===== config.mk =====
export PLATFORM = sky130hd
export DESIGN_NAME = ball_ctl
export DESIGN_NICKNAME = d
export VERILOG_FILES = /design/src/rtl/ball_ctl.sv
export SDC_FILE = /design/constraint.sdc
export NUM_CORES = 1
export LEC_CHECK = 0
export CAP_MARGIN = 30
export CELL_PAD_IN_SITES_DETAIL_PLACEMENT = 1
export CELL_PAD_IN_SITES_GLOBAL_PLACEMENT = 2
export CORE_UTILIZATION = 38
export CTS_CLUSTER_DIAMETER = 50
export DETAILED_ROUTE_END_ITERATION = 10
export PLACE_DENSITY_LB_ADDON = 0.1
export SYNTH_ARGS = -nofsm -noshare
export SYNTH_HDL_FRONTEND = slang
export SYNTH_SLANG_ARGS = --single-unit

===== constraint.sdc =====
create_clock -name pclk -period 8.5 [get_ports pclk]
set_clock_uncertainty 0.05 [all_clocks]
set_input_delay 1.275 -clock pclk [delete_from_list [all_inputs] [get_ports pclk]]
set_output_delay 1.275 -clock pclk [all_outputs]
set_load 0.01 [all_outputs]

===== src/rtl/ball_ctl.sv =====
// ball_ctl: ball motion controller for the Arkanoid game.
// The ball rides on the paddle (HOLD) until a rising edge of the mouse
// button launches it (MOVE). It then moves one pixel diagonally per step
// tick and bounces off the side walls, the ceiling and the paddle. Reaching
// the bottom edge raises a one-cycle loss pulse (LOST), after which the
// ball returns to the paddle.
// Optional build macro: BALL_SPEEDUP_EN -- every paddle bounce shortens
// the step period by SPEEDUP_STEP cycles, never below MIN_DIV.
module ball_ctl #(
    parameter int SCREEN_W     = 800,
    parameter int SCREEN_H     = 600,
    parameter int BALL_SIZE    = 10,
    parameter int PADDLE_W     = 100,
    parameter int STEP_DIV     = 100_000,
    parameter int SPEEDUP_STEP = 2_000,
    parameter int MIN_DIV      = 20_000
) (
    input  logic        pclk,
    input  logic        reset_n,
    input  logic [11:0] paddle_xpos,
    input  logic [11:0] paddle_ypos,
    input  logic        launch,
    output logic [11:0] ball_xpos,
    output logic [11:0] ball_ypos,
    output logic        ball_active,
    output logic        ball_lost,
    output logic [1:0]  state_dbg
);

    typedef enum logic [1:0] {
        HOLD = 2'd0,
        MOVE = 2'd1,
        LOST = 2'd2
    } state_t;

`ifdef BALL_SPEEDUP_EN
    localparam bit SPEEDUP_ON = 1'b1;
`else
    localparam bit SPEEDUP_ON = 1'b0;
`endif

    // Geometry constants, all in the 12-bit wrapping pixel domain.
    localparam logic [11:0] HOLD_XOFF = 12'(PADDLE_W / 2 - BALL_SIZE / 2);
    localparam logic [11:0] BALL_H    = 12'(BALL_SIZE);
    localparam logic [11:0] PAD_W     = 12'(PADDLE_W);
    localparam logic [11:0] X_MAX     = 12'(SCREEN_W - BALL_SIZE);
    localparam logic [11:0] Y_MAX     = 12'(SCREEN_H - BALL_SIZE);
    localparam logic [11:0] X_RESET   = 12'(SCREEN_W / 2 - BALL_SIZE / 2);
    localparam logic [16:0] DIV_INIT  = 17'(STEP_DIV);
    localparam logic [16:0] DIV_STEP  = 17'(SPEEDUP_STEP);
    localparam logic [16:0] DIV_MIN   = 17'(MIN_DIV);

    state_t      state_q, state_d;
    logic [11:0] x_q, x_d;
    logic [11:0] y_q, y_d;
    logic        dx_right_q, dx_right_d;   // 1: moving right (+1), 0: left (-1)
    logic        dy_down_q, dy_down_d;     // 1: moving down (+1), 0: up (-1)
    logic [16:0] div_q, div_d;
    logic [16:0] cnt_q, cnt_d;
    logic        launch_q;
    // armed_q is set once the button has been seen released, so a button
    // held through reset cannot launch the ball on its own.
    logic        armed_q, armed_d;

    logic        launch_edge;
    logic        step;
    logic        paddle_hit;
    logic        ndx_right;
    logic        ndy_down;
    logic        lose;
    logic [16:0] div_sat;
    logic [16:0] div_next;

    assign launch_edge = launch & ~launch_q & armed_q;
    assign step        = (cnt_q == 17'd0);

    // Bounce evaluation on the current position; each rule looks at the
    // direction held before this step so corner hits flip both components.
    always_comb begin
        ndx_right  = dx_right_q;
        ndy_down   = dy_down_q;
        paddle_hit = 1'b0;
        if ((x_q == 12'd0) && !dx_right_q) begin
            ndx_right = 1'b1;
        end
        if ((x_q == X_MAX) && dx_right_q) begin
            ndx_right = 1'b0;
        end
        if ((y_q == 12'd0) && !dy_down_q) begin
            ndy_down = 1'b1;
        end
        if (dy_down_q && ((y_q + BALL_H) == paddle_ypos) &&
            ((x_q + BALL_H) > paddle_xpos) && (x_q < (paddle_xpos + PAD_W))) begin
            paddle_hit = 1'b1;
            ndy_down   = 1'b0;
        end
        lose = ndy_down && (y_q == Y_MAX);
    end

    // Divider update on a paddle hit: saturating decrement when speedup is on.
    always_comb begin
        div_sat  = (div_q >= (DIV_MIN + DIV_STEP)) ? (div_q - DIV_STEP) : DIV_MIN;
        div_next = div_q;
        if (SPEEDUP_ON && paddle_hit) begin
            div_next = div_sat;
        end
    end

    // Next-state and datapath update for HOLD / MOVE / LOST.
    always_comb begin
        state_d    = state_q;
        x_d        = x_q;
        y_d        = y_q;
        dx_right_d = dx_right_q;
        dy_down_d  = dy_down_q;
        div_d      = div_q;
        cnt_d      = cnt_q;
        armed_d    = armed_q | ~launch;
        case (state_q)
            HOLD: begin
                x_d = paddle_xpos + HOLD_XOFF;
                y_d = paddle_ypos - BALL_H;
                if (launch_edge) begin
                    state_d    = MOVE;
                    dx_right_d = 1'b1;
                    dy_down_d  = 1'b0;
                    cnt_d      = div_q - 17'd1;
                end
            end
            MOVE: begin
                if (step) begin
                    dx_right_d = ndx_right;
                    dy_down_d  = ndy_down;
                    div_d      = div_next;
                    cnt_d      = div_next - 17'd1;
                    if (lose) begin
                        state_d = LOST;
                    end else begin
                        x_d = ndx_right ? (x_q + 12'd1) : (x_q - 12'd1);
                        y_d = ndy_down  ? (y_q + 12'd1) : (y_q - 12'd1);
                    end
                end else begin
                    cnt_d = cnt_q - 17'd1;
                end
            end
            LOST: begin
                state_d    = HOLD;
                div_d      = DIV_INIT;
                dx_right_d = 1'b1;
                dy_down_d  = 1'b0;
                x_d        = paddle_xpos + HOLD_XOFF;
                y_d        = paddle_ypos - BALL_H;
            end
            default: begin
                state_d = HOLD;
            end
        endcase
    end

    // State and datapath registers with asynchronous active-low reset.
    always_ff @(posedge pclk or negedge reset_n) begin
        if (!reset_n) begin
            state_q    <= HOLD;
            x_q        <= X_RESET;
            y_q        <= 12'd0;
            dx_right_q <= 1'b1;
            dy_down_q  <= 1'b0;
            div_q      <= DIV_INIT;
            cnt_q      <= 17'd0;
            launch_q   <= 1'b0;
            armed_q    <= 1'b0;
        end else begin
            state_q    <= state_d;
            x_q        <= x_d;
            y_q        <= y_d;
            dx_right_q <= dx_right_d;
            dy_down_q  <= dy_down_d;
            div_q      <= div_d;
            cnt_q      <= cnt_d;
            launch_q   <= launch;
            armed_q    <= armed_d;
        end
    end

    assign ball_xpos   = x_q;
    assign ball_ypos   = y_q;
    assign ball_active = (state_q == MOVE);
    assign ball_lost   = (state_q == LOST);
    assign state_dbg   = state_q;

endmodule

==> flow_summary.toml <==
[status]
outcome = "finished, final reports clean"

[power]
p_seq_frac = 0.254
power_frac_comb = 0.615
pwr_density_cell_nw_per_um2 = 333.5
netSwitchingFraction = 0.4653
internal_power_uw = 1051
power_switching_uw = 915.0
vdd_drop_max_mv = 0.1236
power.share.clock = 0.131
power.leakage_uw = 0.002429

[cells_and_area]
final_nets = 727
final_util = 0.4617
syn_to_final_growth_pct = 17.44
drive_above_1_share = 0.08527
antenna_cells = 0
final_cells = 817

[global_route]
grt_max_degree = 48
grt_pass1_vias = 4626
grt_overflow = 0
track_usage = 0.2322
antenna_found_initial = 0
grt_pass1_wl_um = 24230

[synthesis]
synth_seq_area_share = 0.2357
synth_area_per_cell_sq_um = 8.410
synth_area_leader_cell = "dfrtp_1"
synthesis.nets = 680
synthFlopType = "dfrtp_1"
syn_area_sq_um = 5021
yosysUniqueCellTypes = 70
synth_edf_count = 0
ys_seq_elements = 47
synth-async-reset-ratio = 1.000
synth_top_area_share = 0.2043
yosys-top-cells-area = "dfrtp_1, ha_1, xnor2_1, nor2_1, xor2_1"
synth_cells = 597
ys_warn_count = 0

[place]
dpl.hpwl_um = 11900
gp_congestion = 0.8565
port_buffers = 54
dpl.cell_count = 809

[route]
drtIter0Drc = 218
vias = 4577
met2WireLength_um = 6979
ant_nets = 0
firstDrtPassIters = 4
via_per_inst = 5.602
top_layer = "met4"
routed_wl_um = 15150
wl_met3_um = 549
post-route-drc-count = 0
wl_met1_um = 7483
wl_per_cell_um = 18.54

[floorplanning]
initial_utilization = 0.3931
die_y_um = 117.0
rows = 41
ioPinCount = 55
chipWidth_um = 117.0
dieArea_sq_um = 13680
core_sq_um = 12770

[timing]
fin_crit_sh = 0.7979
worst_pin_slew_ns = 0.8683
fmax_mhz = 147.5
rsz0062_at_grt = "no"
finalSetupViolations = 0
finalHoldViolCount = 0
finalCriticalPeriod_ns = 6.782
relSlewSlack = 0.4197
fin_tns_setup_ns = 0
drv_slew = 0

[worst_setup_path]
crit_family = "simple AND/OR/NAND/NOR gates"
cp.arrival_ns = 6.86
cp_max_fo = 12
cp.required_ns = 8.58
path_class = "in2reg"
crit_path_end_kind = "flop"
cpMaxStageDelayCell = "clkdlybuf4s50_1"
worstPathCellList = "clkdlybuf4s50_1, nand3_1, and3_1, nor2_1, xnor2_1, ha_1, a2111o_1, nor4_2, nand4_1, nor4b_1, a21oi_1, inv_1, ha_1, a211o_2, o211ai_1, a211o_1, a31oi_1, or4_4, nand3_2, a211oi_2"
path_buf_inv = 2
cpMostUsedCell = "ha_1"
critPathMaxStageDelay_ns = 0.64
start_kind = "input pin"

[clocking]
clockBufferDepth = 2
cts_num_sinks = 47
h-tree-depth = 2
cts_root_buf = "clkbuf_16"
cts_tree = "done"
cts_setup_buffers = 0
postCtsResizedCells = 0
clock_latency_ns = 0.29
cts_buffers = 5
cts_hold_buffers = 0
clk_pin_slew_worst_paths_ns = 0.07

[min_path]
hp-class = "reg2reg"

[run]
cap_viol_max_count = 0
## per-stage QoR
stage | hold slack (ns) | total power [uW] | area (sq um) | setup slack (ns)
2_1_floorplan | 0.4072 | 1293 | 5021 | 2.724
3_3_place_gp | 0.4303 | 1671 | 5708 | 1.785
3_5_place_dp | 0.4422 | 1713 | 5708 | 1.475
4_1_cts | 0.4606 | 1979 | 5897 | 1.703
5_1_grt | 0.4920 | 2133 | 5897 | 1.317
6_report | 0.4647 | 1966 | 5897 | 1.718
## layer usage
layer	vias up	track usage
li1	2250	-
met1	2236	0.3252
met2	78	0.3850
met3	13	0.03296
met4	0	0.03882
met5	-	0
## power groups by stage
stage | sequential [uW] | clock [uW] | combinational, uW
final | 500 | 257 | 1210
after floorplan | 433 | 0 | 860
after CTS | 500 | 263 | 1220
after detailed placement | 503 | 0 | 1210
after global routing | 520 | 271 | 1340
after global placement | 499 | 0 | 1170
## worst reg2reg max path, cell delays in order, from the launching register on
cell	delay [ns]
dfrtp_1	0.64
and3_1	0.24
and3_1	0.20
nand2_1	0.06
nor2_1	0.12
xor2_1	0.16
ha_1	0.28
nand4_1	0.17
nor3_1	0.10
nor4_2	0.32
nand4_1	0.18
nor4b_1	0.56
a21oi_1	0.30
inv_1	0.39
ha_1	0.34
a211o_2	0.30
o211ai_1	0.15
a211o_1	0.20
a31oi_1	0.15
or4_4	0.51
nand3_2	0.09
a211oi_2	0.07
## worst paths after layout
check | from | slack (ns) | cells after the start | end
min in group asynchronous | reset_n | 1.05 | 2 | cnt_q[9]
hold reg to reg | armed_q | 0.46 | 1 | armed_q
setup reg to reg | ball_xpos[4] | 2.75 | 21 | ball_ypos[11]
hold / removal | armed_q | 0.46 | 1 | armed_q
setup / recovery | paddle_xpos[2] | 1.72 | 20 | ball_ypos[11]
max in group asynchronous | reset_n | 6.92 | 2 | ball_ypos[0]
## kinds of logic after synthesis
kind of cell             share of synthesized area
flip-flops                                  0.2357
XOR/XNOR                                    0.1308
AND/OR/NAND/NOR                             0.2283
adder cells (fa/ha/maj)                     0.1425
multiplexers                               0.05183
AO/OA/AOI/OAI                               0.1729
buffers and inverters                      0.03788
## flip-flops by register name, indices dropped and copies added, names as in the netlist
signal	flops
cnt_q	17
ball_xpos	12
ball_ypos	12
state_dbg	2
armed_q	1
dx_right_q	1
dy_down_q	1
launch_q	1
## area by class of cell
| type | count | area, sq um |
|---|---|---|
| fillers | 1527 | 6877 |
| clock buffers | 6 | 128.9 |
| multi-input cells | 506 | 3650 |
| inverters | 27 | 101.3 |
| clock inverters | 2 | 60.06 |
| flip-flops and latches | 47 | 1184 |
| repair buffers | 57 | 558.0 |
| well taps | 172 | 215.2 |
## cells in the mapped netlist, drive strengths merged (3+ instances only)
cell type,n
and2,3
mux2,18
nor2,76
nor3,22
a211o,5
a31oi,10
nand4,6
nand2b,12
nor4b,5
a21o,10
clkbuf,12
o211ai,6
nor2b,3
or4,4
dfstp,6
dfrtp,41
inv,27
ha,54
a211oi,7
buf,5
and3,9
xor2,29
a21oi,50
or2,5
nand3,18
o21a,4
nor4,8
nand2,36
o21ai,21
xnor2,46
or3,5
o2111ai,3
a2111oi,4
and4,3
## layout by cell type (no fill, tap or decap), types with 3 or more instances in the layout
| cell | n |
|---|---|
| mux2_4 | 10 |
| o2111ai_1 | 3 |
| dfrtp_1 | 41 |
| buf_4 | 3 |
| o211ai_1 | 6 |
| o21ai_0 | 20 |
| a211oi_1 | 5 |
| nand2_1 | 35 |
| nand4_1 | 6 |
| nor4b_1 | 4 |
| and2_1 | 3 |
| dfstp_2 | 6 |
| nor2_1 | 73 |
| nand2b_1 | 12 |
| or3_1 | 5 |
| mux2_2 | 6 |
| clkdlybuf4s50_1 | 53 |
| a31oi_1 | 10 |
| xor2_1 | 29 |
| a2111oi_0 | 4 |
| or2_2 | 5 |
| nand3_1 | 17 |
| inv_1 | 27 |
| nor4_1 | 6 |
| a211o_1 | 4 |
| a21o_1 | 9 |
| ha_1 | 54 |
| xnor2_1 | 46 |
| clkbuf_16 | 5 |
| nor3_1 | 22 |
| and4_1 | 3 |
| a21oi_1 | 50 |
| o21a_1 | 4 |
| nor2b_1 | 3 |
| and3_1 | 9 |
Note: power is estimated with default switching activity, not from simulation.
